==> config.mk <==
export PLATFORM = sky130hd
export DESIGN_NAME = i2c_bus_sched
export DESIGN_NICKNAME = d
export VERILOG_FILES = /design/src/rtl/i2c_bus_sched.sv
export SDC_FILE = /design/constraint.sdc
export NUM_CORES = 1
export LEC_CHECK = 0
export BUFFER_PORTS_ARGS = -buffer_cell sky130_fd_sc_hd__buf_2
export CORE_MARGIN = 5
export CORE_UTILIZATION = 41
export CTS_CLUSTER_DIAMETER = 80
export DETAILED_ROUTE_END_ITERATION = 6
export PLACE_DENSITY_LB_ADDON = 0.2
export SLEW_MARGIN = 15
export SYNTH_ARGS = -nofsm -noshare
export SYNTH_HDL_FRONTEND = slang
export SYNTH_SLANG_ARGS = --single-unit
==> constraint.sdc <==
create_clock -name clk -period 2.4 [get_ports clk]
set_clock_uncertainty 0.2 [all_clocks]
set_input_delay 0 -clock clk [delete_from_list [all_inputs] [get_ports clk]]
set_output_delay 0 -clock clk [all_outputs]
set_load 0.02 [all_outputs]
==> src/rtl/i2c_bus_sched.sv <==
// Round-robin owner of one shared I2C master core on a multi-master bus; optional watchdog under `I2C_BUS_SCHED_WDOG_EN`.
// Latency: grant 1 cycle after the bus has been free BUF_CYC cycles; release 1 cycle after mst_done/arb_lost.
// Backpressure: req is a level held until gnt drops; no grant while the bus is busy or during arbitration-loss backoff.
module i2c_bus_sched #(
    parameter int NREQ     = 2,
    parameter int BUF_CYC  = 64,
    parameter int TOUT_CYC = 65536
) (
    input  logic            clk,
    input  logic            rst_n,
    input  logic [NREQ-1:0] req,
    input  logic            bby,
    input  logic            sto,
    input  logic            mst_done,
    input  logic            arb_lost,
    output logic [NREQ-1:0] gnt,
    output logic [2:0]      owner,
    output logic            mst_go,
    output logic            lost,
    output logic            tout
);

    function automatic int clog2c(input int v);
        int r;
        r = 0;
        for (int i = 0; i < 31; i++) begin
            if ((1 << i) < v) r = i + 1;
        end
        return r;
    endfunction

    localparam int            IW      = clog2c(BUF_CYC + 1);
    localparam logic [IW-1:0] BUF_MAX = IW'(BUF_CYC);

    if (NREQ < 1 || NREQ > 8 || BUF_CYC < 1 || TOUT_CYC < 1) begin : g_param_check
        $error("i2c_bus_sched: illegal parameter set");
    end

    typedef enum logic [1:0] {
        S_IDLE    = 2'd0,
        S_ACTIVE  = 2'd1,
        S_BACKOFF = 2'd2
    } state_t;

    state_t          state_q, state_d;
    logic [IW-1:0]   idle_cnt_q, idle_cnt_d;
    logic [2:0]      last_q, last_d;
    logic [NREQ-1:0] gnt_d;
    logic [2:0]      owner_d;
    logic            mst_go_d, lost_d, tout_d;
    logic            grant_ok;
    logic            wd_hit;

    // Round-robin pick: first set request above the last owner, wrapping.
    logic [7:0] req8;
    logic [2:0] pick;
    logic       pick_found;
    logic [3:0] pos;

    assign req8 = 8'(req);

    always_comb begin
        pick       = last_q;
        pick_found = 1'b0;
        pos        = 4'd0;
        for (int i = 1; i <= NREQ; i++) begin
            pos = {1'b0, last_q} + 4'(i);
            if (pos >= 4'(NREQ)) pos = pos - 4'(NREQ);
            if (!pick_found && req8[pos[2:0]]) begin
                pick_found = 1'b1;
                pick       = pos[2:0];
            end
        end
    end

    assign grant_ok = (state_q == S_IDLE) && (|req) && !bby && (idle_cnt_q == BUF_MAX);

`ifdef I2C_BUS_SCHED_WDOG_EN
    localparam int WW = (clog2c(TOUT_CYC) < 1) ? 1 : clog2c(TOUT_CYC);
    logic [WW-1:0] wd_cnt_q;

    assign wd_hit = (state_q == S_ACTIVE) && (wd_cnt_q == WW'(TOUT_CYC - 1));

    always_ff @(posedge clk) begin
        if (!rst_n || state_q != S_ACTIVE) begin
            wd_cnt_q <= '0;
        end else begin
            wd_cnt_q <= wd_cnt_q + WW'(1);
        end
    end
`else
    assign wd_hit = 1'b0;
`endif

    always_ff @(posedge clk) begin
        if (!rst_n) begin
            state_q    <= S_IDLE;
            idle_cnt_q <= '0;
            last_q     <= 3'(NREQ - 1);
            gnt        <= '0;
            owner      <= '0;
            mst_go     <= 1'b0;
            lost       <= 1'b0;
            tout       <= 1'b0;
        end else begin
            state_q    <= state_d;
            idle_cnt_q <= idle_cnt_d;
            last_q     <= last_d;
            gnt        <= gnt_d;
            owner      <= owner_d;
            mst_go     <= mst_go_d;
            lost       <= lost_d;
            tout       <= tout_d;
        end
    end

    // Arbitration loss outranks completion, which outranks the watchdog.
    always_comb begin
        state_d = state_q;
        case (state_q)
            S_IDLE: begin
                if (grant_ok) state_d = S_ACTIVE;
            end
            S_ACTIVE: begin
                if (arb_lost)      state_d = S_BACKOFF;
                else if (mst_done) state_d = S_IDLE;
                else if (wd_hit)   state_d = S_BACKOFF;
            end
            S_BACKOFF: begin
                if (sto || !bby) state_d = S_IDLE;
            end
            default: state_d = S_IDLE;
        endcase
    end

    always_comb begin
        gnt_d      = gnt;
        owner_d    = owner;
        mst_go_d   = 1'b0;
        lost_d     = 1'b0;
        tout_d     = 1'b0;
        last_d     = last_q;
        idle_cnt_d = '0;

        if (state_q == S_IDLE && !bby) begin
            idle_cnt_d = (idle_cnt_q == BUF_MAX) ? BUF_MAX : idle_cnt_q + IW'(1);
        end

        case (state_q)
            S_IDLE: begin
                gnt_d = '0;
                if (grant_ok) begin
                    gnt_d    = NREQ'(1) << pick;
                    owner_d  = pick;
                    mst_go_d = 1'b1;
                end
            end
            S_ACTIVE: begin
                if (arb_lost) begin
                    gnt_d  = '0;
                    lost_d = 1'b1;
                end else if (mst_done) begin
                    gnt_d  = '0;
                    last_d = owner;
                end else if (wd_hit) begin
                    gnt_d  = '0;
                    tout_d = 1'b1;
                    last_d = owner;
                end
            end
            default: begin
                gnt_d = '0;
            end
        endcase
    end

endmodule

==> results of run 1 <==
-- cells in the final DEF, fill, tap and decap left out, types with 3 or more instances in the layout --
cell type and instances:
sky130_fd_sc_hd__dfxtp_1 19, sky130_fd_sc_hd__nor2_1 15, sky130_fd_sc_hd__dlygate4sd3_1 9, sky130_fd_sc_hd__clkbuf_4 3, sky130_fd_sc_hd__and3_1 3, sky130_fd_sc_hd__buf_2 14, sky130_fd_sc_hd__inv_1 9, sky130_fd_sc_hd__xnor2_1 5
sky130_fd_sc_hd__a21oi_1 6, sky130_fd_sc_hd__nand2_1 4, sky130_fd_sc_hd__ha_1 8, sky130_fd_sc_hd__nand3_1 3, sky130_fd_sc_hd__o211ai_1 3
-- power breakdown --
group           total, W  switching (W)  internal, W
sequential      0.000318     0.00000142     0.000317
combinational  0.0000372      0.0000196    0.0000176
clock           0.000160      0.0000982    0.0000619
total           0.000516       0.000119     0.000396
-- flip-flops by register name (all words and copies together), names as in the netlist --
signal	count
last_q	3
owner	3
idle_cnt_q	7
mst_go	1
gnt	2
lost	1
state_q	2
-- area by class of cell --
| cell class | instances | area, um^2 |
|---|---|---|
| inverters | 9 | 33.78 |
| repair buffers | 23 | 160.2 |
| fillers | 206 | 1045 |
| well taps | 28 | 35.03 |
| clock inverters | 1 | 5.005 |
| flip-flops and latches | 19 | 380.4 |
| multi-input cells | 73 | 530.5 |
| clock buffers | 3 | 22.52 |
-- cells by family (layout without fill, tap and decap cells) --
logic type	Yosys count	after routing
fa+ha+maj	8	8
simple gates	35	35
buf+inv	12	36
mux	3	3
other cells	1	1
flops	19	19
xor+xnor	7	7
compound gates	19	19
-- routing by layer --
layer,track usage,vias to the layer above,share of wire
met5,0,-,0
met2,0.2258,10,0.52
met1,0.1390,364,0.44
li1,-,405,-
met3,0.02227,2,0.032
met4,0.06291,0,0.0088
-- worst max-delay path by stage --
stage               slack (ns)                   to                   start
floorplan                 0.38  gnt[0]$_SDFFE_PN0P_  last_q[0]$_SDFFE_PN1P_
global placement          0.26  gnt[0]$_SDFFE_PN0P_  last_q[1]$_SDFFE_PN0P_
detailed placement        0.16  gnt[0]$_SDFFE_PN0P_  last_q[1]$_SDFFE_PN0P_
CTS                       0.13  gnt[0]$_SDFFE_PN0P_  last_q[0]$_SDFFE_PN1P_
global route              0.02  gnt[1]$_SDFFE_PN0P_  last_q[0]$_SDFFE_PN1P_
finish                    0.21  gnt[0]$_SDFFE_PN0P_  last_q[1]$_SDFFE_PN0P_
-- through the flow --
stage	worst slack, ns	total power, W	area, um^2
5_1_grt	0.02242	0.0005433	1167
2_1_floorplan	0.3778	0.0003412	954.7
3_5_place_dp	0.1612	0.0003533	1045
4_1_cts	0.1257	0.0005236	1162
6_report	0.2120	0.0005156	1167
3_3_place_gp	0.2606	0.0003528	1045
-- what timing repair did --
action | in CTS | in global routing
endpoints found under the hold margin | 13 | 0
hold buffers | 9 | 0
setup endpoints to repair | 0 | 2
gates resized for setup | 0 | 1
-- worst max-delay path, stage by stage, from the launching register on --
cell and delay (ns):
sky130_fd_sc_hd__dfxtp_1 0.45, sky130_fd_sc_hd__inv_1 0.16, sky130_fd_sc_hd__ha_1 0.23, sky130_fd_sc_hd__nor3b_2 0.24, sky130_fd_sc_hd__xnor2_1 0.15, sky130_fd_sc_hd__a21oi_1 0.11
sky130_fd_sc_hd__a2111oi_2 0.43, sky130_fd_sc_hd__a32o_1 0.18
==> impl_metrics.yaml, run 1 <==
critical_path:
  worst-endpoint-arrival_ns: 2.24
  r2r_start: "last_q[1]$_SDFFE_PN0P_"
  worst_ep_required_time_ns: 2.45
  r2r_worst_path_depth: 7
  critPathMaxFanout: 6
  worstSetupEndpointType: "register"
  reg2reg_setup_slack_ns: 0.21
  critical_path.startpoint_type: "register"
  worstSetupPathType: "register to register"
  worstReg2RegEnd: "gnt[0]$_SDFFE_PN0P_"
global_routing:
  grt.overflow.total: 0
  grt.total_usage: 0.1251
  via_count_of_the_first_global_routing_pass: 760
  grt_start_max_net_pins: 12
  antenna_found_initial: 0
  grt_first_pass_wirelength_mm: 3.229
synthesis:
  synth_seq_area_share: 0.3984
  mux_cell_area_share_after_synthesis: 0.03277
  synth.largest_area_cell: "sky130_fd_sc_hd__dfxtp_1"
  synth-edff-count: 0
  largest_family_of_logic_cells_by_synthesized_area: "simple AND/OR/NAND/NOR gates"
  synth_fp_nets: 120
  primary_flip_flop_cell_chosen_by_synthesis_mapping: "sky130_fd_sc_hd__dfxtp_1"
  synth_compound_area_frac: 0.1507
  syn_avg_cell_area_um2: 9.179
  synth_cell_types: 33
  synth_top_area_share: 0.3984
  mappedNetlistArea_um2: 954.7
  yosys_register_bits: 19
  syn_inst: 104
  async_set_reset_flop_share_out_of_synthesis: 0
  synth_fa_ha_area_frac: 0.1048
  yosys.cell_count.top_type: "sky130_fd_sc_hd__dfxtp_1"
  post_synth_xor_area_fraction: 0.06422
  synth_common_cells: "sky130_fd_sc_hd__dfxtp_1, sky130_fd_sc_hd__nor2_1, sky130_fd_sc_hd__inv_1, sky130_fd_sc_hd__ha_1, sky130_fd_sc_hd__a21oi_1"
  synth.yosys.warnings: 0
  post_synth_and_or_nand_nor_area_fraction: 0.1940
  cell_types_with_the_largest_area_share_after_synthesis: "sky130_fd_sc_hd__dfxtp_1, sky130_fd_sc_hd__ha_1, sky130_fd_sc_hd__nor2_1"
routing:
  overall_via_count_from_detail_route: 781
  remaining_drc_errors: 0
  drt-initial-drc-count: 11
  firstDrtPassIters: 4
  drtAntennaViolNets: 0
  route.final.wire_length_mm: 1.930
  wl_per_cell_um: 12.37
  detail_route.vias_per_cell: 5.006
timing:
  layout_min_cycle_time_ns: 2.188
  fmaxAchievable_ghz: 0.4570
  unrepaired_setup_endpoints_after_global_routing: "false"
  timing.setup.tns_ns: 0
  max_slew.worst_pin.slew_ns: 0.5437
  report.final.hold_viol_count: 0
  slew-limit-headroom: 0.6359
  finalCritPeriodShare: 0.9117
  holdWs_ns: 0.2747
  setup_viol_count_final: 0
  slew_viol_final: 0
cts:
  cts_root_buf: "sky130_fd_sc_hd__clkbuf_4"
  tritoncts.num_buffers: 3
  cts.reportedPaths.clkPinSlew_ns: 0.11
  cts_tree: "built"
  post-cts-setup-buffers: 0
  tritoncts_sink_count: 19
  ctsLongestPathBuffers: 2
  clkLatencyLatePin_ns: 0.29
  cts_htree_levels: 1
min_path:
  worst_hold_path.endpoint: "idle_cnt_q[0]$_SDFF_PP0_"
  holdPathStages: 1
  hp-start: "idle_cnt_q[0]$_SDFF_PP0_"
  hold_path_class: "register to register"
floorplanning:
  area_of_the_die_um2: 3394
  die_width_um: 58.26
  floorplan.rows: 17
  starting_density_of_the_core: 0.4316
  io-pin-count: 16
  core_region_area_um2: 2212
  die_height_um: 58.26
run:
  max_cap_violations: 0
place:
  placed_cells_incl_taps: 143
  dp_hpwl_mm: 1.348
  routabilityCongestion: 0.7877
  buffer_ports.inserted: 14
layout:
  final_cells: 156
  fin_util: 0.5277
  area_delta_synth_final_pct: 22.28
  num-nets-final: 145
  antenna_cells_inserted: 0
  layout_cell_share_with_drive_strength_beyond_1: 0.1875
power_and_ir_drop:
  power.static_leakage_nw: 0.5217
  irDropWorstVdd_v: 0.0002855
  power_density_nw_per_um2: 441.7
run_status:
  outcome: "finished clean"
(Power assumes the default switching activity.)
==> inputs of run 2 (changes only) <==
CELL_PAD_IN_SITES_DETAIL_PLACEMENT = 0   (was default)
CELL_PAD_IN_SITES_GLOBAL_PLACEMENT = 1   (was default)
CORE_UTILIZATION = 40   (was 41)
==> impl_metrics.yaml, run 2 (same netlist as run 1, synthesis figures left out) <==
place:
  post-place-ws_ns: 0.1155
  dp_hpwl_mm: 1.439
  buffer_ports.inserted: 14
  routabilityCongestion: 0.7608
layout:
  flip_flop_count_of_the_largest_register_after_layout: 7
  area_delta_synth_final_pct: 24.38
  num-nets-final: 147
  layout_common_cells: "sky130_fd_sc_hd__dfxtp_1, sky130_fd_sc_hd__nor2_1, sky130_fd_sc_hd__buf_2, sky130_fd_sc_hd__dlygate4sd3_1, sky130_fd_sc_hd__inv_1"
  layout_cell_share_with_drive_strength_beyond_1: 0.1846
  reg_top3: "idle_cnt_q (7), last_q (3), owner (3)"
  most_common_library_cell_in_the_layout_ignoring_fill_and_taps: "sky130_fd_sc_hd__dfxtp_1"
  number_of_filler_instances_in_the_final_layout: 234
  antenna_cells_inserted: 0
  top_register: "idle_cnt_q"
floorplanning:
  io-pin-count: 16
  starting_density_of_the_core: 0.4234
  area_of_the_die_um2: 3464
  die_height_um: 58.86
  die_width_um: 58.86
  core_region_area_um2: 2255
  floorplan.rows: 17
routing:
  overall_via_count_from_detail_route: 771
  route.final.wire_length_mm: 1.878
  detail_route.vias_per_cell: 4.880
  firstDrtPassIters: 3
  remaining_drc_errors: 0
  drt-initial-drc-count: 10
  drtAntennaViolNets: 0
  wl_per_cell_um: 11.89
run_status:
  outcome: "finished clean"
power_and_ir_drop:
  power.static_leakage_nw: 0.5357
  design_power_total_w: 0.0005145
  irDropWorstVdd_v: 0.0002754
  power_density_nw_per_um2: 433.3
timing:
  setup_ws_ns: 0.1933
  setup_viol_count_final: 0
  timing.setup.tns_ns: 0
  slew_viol_final: 0
  unrepaired_setup_endpoints_after_global_routing: "false"
  finalCritPeriodShare: 0.9195
  fmaxAchievable_ghz: 0.4532
  report.final.hold_viol_count: 0
  layout_min_cycle_time_ns: 2.207
cts:
  clkLatencyLatePin_ns: 0.30
  tritoncts_sink_count: 19
  cts_htree_levels: 1
  tritoncts.num_buffers: 3
  cts.reportedPaths.clkPinSlew_ns: 0.10
  cts_tree: "built"
  cts_root_buf: "sky130_fd_sc_hd__clkbuf_4"
  ctsLongestPathBuffers: 2
critical_path:
  critPathMaxFanout: 7
  worst-endpoint-arrival_ns: 2.25
  critical_path.startpoint_type: "register"
  worst_ep_required_time_ns: 2.45
  worstSetupEndpointType: "register"
  worstSetupPathType: "register to register"
global_routing:
  grt_start_max_net_pins: 12
  grt_first_pass_wirelength_mm: 3.312
  antenna_found_initial: 0
  via_count_of_the_first_global_routing_pass: 792
  grt.overflow.total: 0
  grt.total_usage: 0.1260
min_path:
  hold_path_class: "register to register"
run:
  max_cap_violations: 0
-- run 2: final cells by class --
| type | count | area (um^2) | share of cell area |
|---|---|---|---|
| well taps | 28 | 35.03 | 0.02950 |
| clock inverters | 1 | 5.005 | 0.004215 |
| multi-input cells | 73 | 530.5 | 0.4468 |
| repair buffers | 25 | 180.2 | 0.1517 |
| clock buffers | 3 | 22.52 | 0.01897 |
| flip-flops and latches | 19 | 380.4 | 0.3203 |
| inverters | 9 | 33.78 | 0.02845 |
-- run 2: through the flow --
stage               hold slack, ns  cells  area, um^2  utilization
finish                      0.2707    158        1187       0.5266
global placement           0.07895    143        1045       0.4634
floorplan                  -0.1111    104       954.7            -
detailed placement         0.08066    143        1045       0.4634
CTS                         0.2754    158        1182       0.5244
global route                0.3066    158        1187       0.5266
-- run 2: final timing paths --
path                                                from                       end  slack [ns]  cells after the start
worst max-delay path              last_q[0]$_SDFFE_PN1P_       gnt[0]$_SDFFE_PN0P_        0.19                      7
worst min register to register  idle_cnt_q[0]$_SDFF_PP0_  idle_cnt_q[0]$_SDFF_PP0_        0.27                      1
worst max register to register    last_q[0]$_SDFFE_PN1P_       gnt[0]$_SDFFE_PN0P_        0.19                      7
worst min-delay path            idle_cnt_q[0]$_SDFF_PP0_  idle_cnt_q[0]$_SDFF_PP0_        0.27                      1
-- run 2: where the power goes --
| part | leakage [nW] | total, W | internal, W | switching [W] |
|---|---|---|---|---|
| clock network | 0.0177 | 0.000160 | 0.0000621 | 0.0000974 |
| logic | 0.365 | 0.0000367 | 0.0000177 | 0.0000190 |
| registers | 0.153 | 0.000318 | 0.000317 | 0.00000145 |
-- run 2: critical path, stage by stage, from the launching register on --
cell                        delay, ns
sky130_fd_sc_hd__dfxtp_1         0.48
sky130_fd_sc_hd__inv_1           0.12
sky130_fd_sc_hd__ha_1            0.22
sky130_fd_sc_hd__nor3b_2         0.26
sky130_fd_sc_hd__xnor2_1         0.16
sky130_fd_sc_hd__a21oi_1         0.12
sky130_fd_sc_hd__a2111oi_2       0.42
sky130_fd_sc_hd__a32o_1          0.18
-- run 2: per-layer routing --
layer,GRT usage,part of all wire
met2,0.1956,0.43
met5,0,0
met1,0.1551,0.49
met3,0.03728,0.059
met4,0.06796,0.023
-- run 2: repair_timing --
action / in CTS / in global routing
endpoints found under the setup margin: 0 / 2
hold endpoints to repair: 13 / 0
hold buffers: 11 / 0
setup buffers: 0 / 0
gates resized for setup: 0 / 1
==> inputs of run 3 (changes only) <==
CORE_UTILIZATION = 36   (was 40)
SLEW_MARGIN = 20   (was 15)
clock period = 2 ns   (was 2.4 ns; I/O delays follow)
==> impl_metrics.yaml, run 3 (same netlist as run 1, synthesis figures left out) <==
power_and_ir_drop:
  power_density_nw_per_um2: 470.7
  irDropWorstVdd_v: 0.0003703
  power.static_leakage_nw: 0.5678
floorplanning:
  die_width_um: 61.50
  area_of_the_die_um2: 3782
  die_height_um: 61.50
  io-pin-count: 16
  starting_density_of_the_core: 0.3819
  core_region_area_um2: 2500
  floorplan.rows: 18
critical_path:
  worstSetupPathType: "register to register"
  worst-endpoint-arrival_ns: 2.06
  critPathMaxFanout: 4
  critPathMaxStageDelay_ns: 0.38
  r2r_start: "last_q[2]$_SDFFE_PN0P_"
  cp-startpoint: "last_q[2]$_SDFFE_PN0P_"
  critical_path.slowest_cell: "sky130_fd_sc_hd__a2111oi_4"
  worstSetupEndpointType: "register"
  critical_path.startpoint_type: "register"
  crit_path_cell_trace: "clkinvlp_4, ha_4, nor3b_4, xnor2_2, a21oi_2, a2111oi_4, a32o_1"
  worst_ep_required_time_ns: 2.04
global_routing:
  grt.total_usage: 0.1149
  grt.overflow.total: 0
  grt_start_max_net_pins: 12
  grt_first_pass_wirelength_mm: 3.249
  via_count_of_the_first_global_routing_pass: 730
  antenna_found_initial: 0
timing:
  slew_viol_final: 0
  unrepaired_setup_endpoints_after_global_routing: "true"
  holdWs_ns: 0.09960
  setup_ws_ns: -0.02094
  layout_min_cycle_time_ns: 2.021
  slew-limit-headroom: 0.6358
  timing.setup.tns_ns: -0.03967
  fmaxAchievable_ghz: 0.4948
  finalCritPeriodShare: 1.010
  report.final.hold_viol_count: 0
  setup_viol_count_final: 2
  max_slew.worst_pin.slew_ns: 0.5439
run_status:
  outcome: "finished with violations"
  failed_checks: "setup timing"
layout:
  antenna_cells_inserted: 0
  most_common_library_cell_in_the_layout_ignoring_fill_and_taps: "sky130_fd_sc_hd__dfxtp_1"
  layout_cell_share_with_drive_strength_beyond_1: 0.3285
  reg_top3: "idle_cnt_q (7), last_q (3), owner (3)"
  stdcell_area_um2: 1314
  top_register: "idle_cnt_q"
  fin_util: 0.5255
  flip_flop_count_of_the_largest_register_after_layout: 7
  num-nets-final: 154
  final_cells: 167
  area_delta_synth_final_pct: 37.61
  layout_common_cells: "sky130_fd_sc_hd__dfxtp_1, sky130_fd_sc_hd__nor2_1, sky130_fd_sc_hd__buf_2, sky130_fd_sc_hd__buf_4, sky130_fd_sc_hd__dlygate4sd3_1"
place:
  instance_area_after_placement_um2: 1090
  dp_hpwl_mm: 1.454
  buffer_ports.inserted: 14
  placed_cells_incl_taps: 150
  routabilityCongestion: 0.7885
routing:
  route.final.wire_length_mm: 2.087
  firstDrtPassIters: 4
  overall_via_count_from_detail_route: 807
  remaining_drc_errors: 0
  drt-initial-drc-count: 33
  detail_route.vias_per_cell: 4.832
  wl_per_cell_um: 12.50
  drtAntennaViolNets: 0
min_path:
  hold_path_class: "primary input to register"
  hp-start: "req[0]"
cts:
  clkLatencyLatePin_ns: 0.29
  tritoncts.num_buffers: 3
  cts_root_buf: "sky130_fd_sc_hd__clkbuf_4"
  cts.reportedPaths.clkPinSlew_ns: 0.11
  cts_htree_levels: 1
  ctsLongestPathBuffers: 2
  cts_tree: "built"
  tritoncts_sink_count: 19
run:
  max_cap_violations: 0
[run 3: area by class of cell]
class,count,area (um^2)
fill,239,1186
multi-input combinational,73,594.3
sequential,19,386.6
timing repair buffer,32,230.2
inverter,9,37.54
tap,30,37.54
clock buffer,3,22.52
clock inverter,1,5.005
[run 3: routing by layer]
metal / share of wire / track usage / up-vias
met5: 0 / 0 / -
met4: 0.0072 / 0.04545 / 0
met3: 0.046 / 0.02516 / 2
met2: 0.45 / 0.1689 / 15
met1: 0.50 / 0.1623 / 367
li1: - / - / 423
[run 3: through the flow]
| stage | power [W] | setup slack (ns) |
|---|---|---|
| floorplan | 0.0004094 | 0.04576 |
| global placement | 0.0004233 | 0.02083 |
| detailed placement | 0.0004240 | -0.04324 |
| CTS | 0.0006220 | 0.009857 |
| global route | 0.0006532 | -0.09416 |
| finish | 0.0006184 | -0.02094 |
[run 3: where the power goes]
part | total [W] | switching [W] | internal [W]
registers | 0.000381 | 0.00000156 | 0.000379
clock network | 0.000192 | 0.000118 | 0.0000743
logic | 0.0000453 | 0.0000247 | 0.0000206
total | 0.000618 | 0.000144 | 0.000474
[run 3: worst paths after layout]
check / slack (ns) / cells past startpoint / end
setup / recovery: -0.02 / 7 / gnt[0]$_SDFFE_PN0P_
hold / removal: 0.1 / 4 / gnt[1]$_SDFFE_PN0P_
setup reg to reg: -0.02 / 7 / gnt[0]$_SDFFE_PN0P_
hold reg to reg: 0.23 / 1 / idle_cnt_q[0]$_SDFF_PP0_
[run 3: timing repair]
action,in CTS,in global routing
buffers inserted,0,4
pin swaps,1,6
setup endpoints to repair,2,5
endpoints found under the hold margin,13,0
hold buffers,9,0
resized for setup,3,15
[run 3: worst max-delay path: cells and delay by family, from the launching register on]
family,cells,cell delay [ns]
buffers and inverters,1,0.12
flip-flops,1,0.37
XOR/XNOR,1,0.16
adder cells (fa/ha/maj),1,0.19
AO/OA/AOI/OAI,3,0.65
AND/OR/NAND/NOR,1,0.27
